`src/rtl/uart_pkg.sv`:
```
// Shared UART definitions: oversampling constants and the frame state encoding
// used by both the transmitter and receiver FSMs.
package uart_pkg;

    localparam int unsigned OVERSAMPLE = 16;
    localparam int unsigned TICK_W     = 4;

    typedef enum logic [2:0] {
        IDLE,
        START,
        DATA,
        PARITY,
        STOP
    } tx_state_t;

endpackage

```
`src/rtl/uart_bit_timer.sv`:
```
// Per-bit tick counter: runs 0..OVERSAMPLE-1 and flags the last tick of each bit.
// Held at zero while i_clear is high so each frame starts on a fresh bit boundary.
module uart_bit_timer
    import uart_pkg::*;
(
    input  logic i_clk,
    input  logic i_rst,
    input  logic i_clear,
    output logic o_bit_done
);

    localparam logic [TICK_W-1:0] LAST_TICK = TICK_W'(OVERSAMPLE - 1);

    logic [TICK_W-1:0] r_tick;

    always_ff @(posedge i_clk or posedge i_rst) begin
        if (i_rst) begin
            r_tick <= '0;
        end else if (i_clear || (r_tick == LAST_TICK)) begin
            r_tick <= '0;
        end else begin
            r_tick <= r_tick + TICK_W'(1);
        end
    end

    assign o_bit_done = (r_tick == LAST_TICK);

endmodule

```
`src/rtl/uart_tx.sv`:
```
// RS-232 transmitter: start, DATA_BITS data bits LSB first, optional even parity
// (UART_TX_PARITY_EN), STOP_BITS stop bits; 16 CLK_x16 cycles per bit.
module uart_tx
    import uart_pkg::*;
#(
    parameter int unsigned DATA_BITS = 8,
    parameter int unsigned STOP_BITS = 1
) (
    input  logic                 CLK_x16,
    input  logic                 RST,
    input  logic [DATA_BITS-1:0] TX_DATA,
    input  logic                 TX_VALID,
    output logic                 TX_READY,
    output logic                 TXD,
    output logic                 BUSY
);

    localparam int unsigned        BIT_W     = $clog2(DATA_BITS);
    localparam logic [BIT_W-1:0]   LAST_BIT  = BIT_W'(DATA_BITS - 1);
    localparam logic               LAST_STOP = 1'(STOP_BITS - 1);

    tx_state_t              r_state;
    tx_state_t              w_state_next;
    logic [DATA_BITS-1:0]   r_shift;
    logic [BIT_W-1:0]       r_bit_cnt;
    logic                   r_stop_cnt;
    logic                   r_txd;
    logic                   w_txd_next;
    logic                   w_bit_done;
    logic                   w_accept;
    logic                   w_load;
    logic                   w_shift;
    logic                   w_bit_inc;
    logic                   w_stop_inc;
`ifdef UART_TX_PARITY_EN
    logic                   r_parity;
`endif

    assign TX_READY = (r_state == IDLE) && !RST;
    assign BUSY     = (r_state != IDLE);
    assign TXD      = r_txd;
    assign w_accept = TX_VALID && TX_READY;

    uart_bit_timer u_bit_timer (
        .i_clk      (CLK_x16),
        .i_rst      (RST),
        .i_clear    (r_state == IDLE),
        .o_bit_done (w_bit_done)
    );

    always_ff @(posedge CLK_x16 or posedge RST) begin
        if (RST) begin
            r_state <= IDLE;
            r_txd   <= 1'b1;
        end else begin
            r_state <= w_state_next;
            r_txd   <= w_txd_next;
        end
    end

    // TXD is registered, so each branch chooses the level for the next bit slot.
    always_comb begin
        w_state_next = r_state;
        w_txd_next   = r_txd;
        w_load       = 1'b0;
        w_shift      = 1'b0;
        w_bit_inc    = 1'b0;
        w_stop_inc   = 1'b0;
        case (r_state)
            IDLE: begin
                w_txd_next = 1'b1;
                if (w_accept) begin
                    w_state_next = START;
                    w_txd_next   = 1'b0;
                    w_load       = 1'b1;
                end
            end
            START: begin
                if (w_bit_done) begin
                    w_state_next = DATA;
                    w_txd_next   = r_shift[0];
                    w_shift      = 1'b1;
                end
            end
            DATA: begin
                if (w_bit_done) begin
                    if (r_bit_cnt == LAST_BIT) begin
`ifdef UART_TX_PARITY_EN
                        w_state_next = PARITY;
                        w_txd_next   = r_parity;
`else
                        w_state_next = STOP;
                        w_txd_next   = 1'b1;
`endif
                    end else begin
                        w_txd_next = r_shift[0];
                        w_shift    = 1'b1;
                        w_bit_inc  = 1'b1;
                    end
                end
            end
`ifdef UART_TX_PARITY_EN
            PARITY: begin
                if (w_bit_done) begin
                    w_state_next = STOP;
                    w_txd_next   = 1'b1;
                end
            end
`endif
            STOP: begin
                w_txd_next = 1'b1;
                if (w_bit_done) begin
                    if (r_stop_cnt == LAST_STOP) begin
                        w_state_next = IDLE;
                    end else begin
                        w_stop_inc = 1'b1;
                    end
                end
            end
            default: begin
                w_state_next = IDLE;
                w_txd_next   = 1'b1;
            end
        endcase
    end

    always_ff @(posedge CLK_x16 or posedge RST) begin
        if (RST) begin
            r_shift    <= '0;
            r_bit_cnt  <= '0;
            r_stop_cnt <= 1'b0;
        end else if (w_load) begin
            r_shift    <= TX_DATA;
            r_bit_cnt  <= '0;
            r_stop_cnt <= 1'b0;
        end else begin
            if (w_shift) begin
                r_shift <= r_shift >> 1;
            end
            if (w_bit_inc) begin
                r_bit_cnt <= r_bit_cnt + BIT_W'(1);
            end
            if (w_stop_inc) begin
                r_stop_cnt <= 1'b1;
            end
        end
    end

`ifdef UART_TX_PARITY_EN
    always_ff @(posedge CLK_x16 or posedge RST) begin
        if (RST) begin
            r_parity <= 1'b0;
        end else if (w_load) begin
            r_parity <= ^TX_DATA;
        end
    end
`endif

endmodule

```
`config.mk`:
```
export PLATFORM = sky130hd
export DESIGN_NAME = uart_tx
export DESIGN_NICKNAME = d
export VERILOG_FILES = /design/src/rtl/uart_pkg.sv /design/src/rtl/uart_bit_timer.sv /design/src/rtl/uart_tx.sv
export SDC_FILE = /design/constraint.sdc
export NUM_CORES = 1
export LEC_CHECK = 0
export ABC_AREA = 1
export CAP_MARGIN = 20
export CORE_MARGIN = 2
export CORE_UTILIZATION = 40
export DETAILED_ROUTE_END_ITERATION = 6
export GPL_ROUTABILITY_DRIVEN = 0
export MAX_ROUTING_LAYER = met4
export PLACE_DENSITY = 0.73
export SLEW_MARGIN = 20
export SYNTH_ARGS = -nofsm -noshare
export SYNTH_HDL_FRONTEND = slang
export SYNTH_SLANG_ARGS = --single-unit
```
`constraint.sdc`:
```
create_clock -name CLK_x16 -period 4.3 [get_ports CLK_x16]
set_clock_uncertainty 0.1 [all_clocks]
set_input_delay 0.86 -clock CLK_x16 [delete_from_list [all_inputs] [get_ports CLK_x16]]
set_output_delay 0.86 -clock CLK_x16 [all_outputs]
set_load 0.01 [all_outputs]
```
==> impl_metrics.csv <==
group,metric,value,unit
yosys,synth_ff_type,"dfrtp_1",
power_and_ir_drop,p_leak,0.0006677,uW
die,row_count,19,
drt,detail_route.first_pass.iterations,4,
placement,placed_area,0.001285,sq mm
yosys,yosys-top-cells-count,"45 x nand2_1, 19 x dfrtp_1, 15 x inv_1, 8 x o21ai_2, 7 x nand3_1",
sta,setup_viol,0,
yosys,synth_cell_types,23,
yosys,syn_area,0.001147,sq mm
clock_network,post_cts_resized,0,
drt,final_antenna_net_count,0,
sta,fin_crit_sh,71.75,%
sta,tightest_slew,0.7704,ns
global_route,track_usage,14.54,%
global_route,busiest_layer,"met2",
yosys,synth_edf_count,0,
worst_setup_path,worstSetupPathType,"in -> out",
global_route,use_met1,16.21,%
worst_setup_path,start_kind,"primary input",
worst_setup_path,crit_path_end_kind,"primary output",
run,cap_violations,0,
yosys,syn-num-nets,146,
die,die_w,57.56,um
clock_network,cts_tree,"yes",
worst_setup_path,slowest_delay,0.55,ns
worst_setup_path,crit_required,3.34,ns
die,ios,14,
yosys,yosys.area.top_type,"dfrtp_1",
drt,post_drt_wl_per_cell,11.54,um
worst_setup_path,cp.arrival,2.13,ns
status,outcome,"completed",
clock_network,clock_path_buffers,2,
placement,place_ws,1.205,ns
layout,final_util,48.92,%
clock_network,cts-root-buf,"clkbuf_4",
die,dieHeight,57.56,um
global_route,grt_pass1_vias,879,
drt,wl,2055,um
worst_setup_path,rr_startpoint,"r_bit_cnt[0]",
sta,hold_ws,0.3796,ns
sta,fin_tns_setup,0,ns
hold_path,hp-class,"reg -> reg",
sta,final.min_clock_period,3.085,ns
global_route,grt-ovfl-total,0,
power_and_ir_drop,powerDensity,519.2,mW/mm^2
yosys,ys_seq_area_share,43.73,%
worst_setup_path,crit_chain,"clkdlybuf4s50_1 -> nor2_4 -> clkdlybuf4s50_1",
placement,io_buffers,13,
clock_network,cts_buffers,3,
global_route,grt_pass1_wl,3574,um
yosys,ys_ff_latch,20,
yosys,yosys.area.top_type_share,41.44,%
layout,antenna_cells,0,
worst_setup_path,r2r_slack,2.60,ns
yosys,ys_warn_count,0,
clock_network,htree_num_levels,1,
global_route,grt_max_degree,21,
sta,clock.fmax,324.1,MHz
layout,fin_area,0.001338,sq mm
sta,rsz0062_at_grt,"false",
layout,layout-drive-gt1-share,19.73,%
drt,vias,895,
worst_setup_path,r2r_end,"r_shift[3]",
sta,hold_viol_final,0,
hold_path,min-delay-start,"u_bit_timer.r_tick[0]",
die,start_util,41.97,%
yosys,synth_most_common_cell,"nand2_1",
sta,drv_slew,0,
clock_network,clk_latency,0.30,ns
global_route,met3_usage,2.721,%
drt,drc,0,
die,coreArea,0.002734,sq mm
hold_path,hold_end,"u_bit_timer.r_tick[0]",
yosys,netlist_instances,132,
clock_network,clkTransAtPathRegs,0.12,ns
layout,area_delta_synth_final,16.58,%
drt,vias_per_cell,5.028,
clock_network,cts_sinks,20,
worst_setup_path,cpMostUsedCell,"clkdlybuf4s50_1",
sta,fin_ws,1.215,ns
die,dieArea,0.003313,sq mm
yosys,synth_top_cells_by_area,"dfrtp_1 41%, nand2_1 15%, o21ai_2 6.1%",
placement,dp_hpwl,1629,um
worst_setup_path,crit_slowest_cell,"clkdlybuf4s50_1",
layout,fin_nets,162,
sta,max-slew-margin-rel,48.58,%
worst_setup_path,path_max_fanout,4,
drt,drtIter0Drc,24,
global_route,met2_usage,24.68,%
global_route,antenna_found_initial,0,
hold_path,min_path_cells,1,
clock_network,postCtsHoldBufs,0,
yosys,synth_area_per_cell,8.692,sq um
power_and_ir_drop,ir_worst_vdd,300.2,uV
clock_network,post_cts_buffers,0,
worst_setup_path,reg2reg_depth,9,
yosys,async_flop_share,100.0,%
## area by class of cell
class / instances / area, sq um
Fill cell: 274 / 1396
Sequential cell: 20 / 501.7
Inverter: 17 / 63.81
Multi-Input combinational cell: 93 / 550.5
Timing Repair Buffer: 13 / 130.1
Clock inverter: 1 / 30.03
Tap cell: 31 / 38.79
Clock buffer: 3 / 22.52
## state kept, by name, indices dropped and copies added, names as in the netlist
| signal | count |
|---|---|
| r_bit_cnt | 3 |
| u_bit_timer.r_tick | 4 |
| TXD | 1 |
| r_state | 3 |
| r_stop_cnt | 1 |
| r_shift | 8 |
## layer usage
metal / vias to the layer above / share of wire (%) / wire length [um]
met1: 426 / 41 / 840
met5: - / 0 / 0
met3: 4 / 3.3 / 68
met2: 18 / 54 / 1114
met4: 0 / 1.5 / 31
li1: 447 / - / -
## power by group
group / internal [uW] / leakage, uW / switching (uW)
Combinational: 113 / 0.000376 / 144
Clock: 94.1 / 0.0000279 / 59.0
Sequential: 248 / 0.000264 / 36.9
Total: 455 / 0.000668 / 240
## worst max-delay path, delay by kind of cell
family                 cells  cell delay [ns]
and+or+nand+nor            1             0.18
buffers and inverters      2             1.08
## per-stage QoR
stage / power, uW / cells
final: 694.4 / 178
after floorplan: 485.7 / 132
after CTS: 705.5 / 178
after global placement: 536.4 / 174
after global routing: 749.5 / 178
after detailed placement: 548.9 / 174
## placed cells by master (no fill, tap or decap)
master and n:
clkdlybuf4s50_1 13, nor2_4 3, xnor2_1 1, nand4_1 4, nand2_1 45, a21oi_1 3, nand2_2 4, nand2_4 2
nor2_1 6, o211ai_1 1, bufinv_16 1, or2_4 1, inv_1 15, nand3_2 1, o21ai_2 8, nor3_4 1
clkbuf_4 3, nand3_1 7, dfrtp_1 19, xor2_1 1, inv_2 2, nand3_4 2, ha_1 3, dfstp_2 1
## logic make-up (layout without fill, tap and decap cells)
| family | after synthesis | after routing | synth area share (%) |
|---|---|---|---|
| AO/OA/AOI/OAI | 12 | 12 | 8.070 |
| buffers and inverters | 19 | 34 | 8.288 |
| XOR/XNOR | 2 | 2 | 1.527 |
| AND/OR/NAND/NOR | 76 | 76 | 35.11 |
| flip-flops | 20 | 20 | 43.73 |
| adder cells (fa/ha/maj) | 3 | 3 | 3.272 |
## worst max-delay path by stage
stage          startpoint        to  slack (ns)  cells past startpoint
4_1_cts               RST  TX_READY        1.21                      3
3_5_place_dp          RST  TX_READY        1.21                      3
6_report              RST  TX_READY        1.21                      3
3_3_place_gp          RST  TX_READY        1.24                      3
2_1_floorplan         RST  TX_READY        2.34                      1
5_1_grt               RST  TX_READY        1.18                      3
Power figures use the tool's default switching activity.
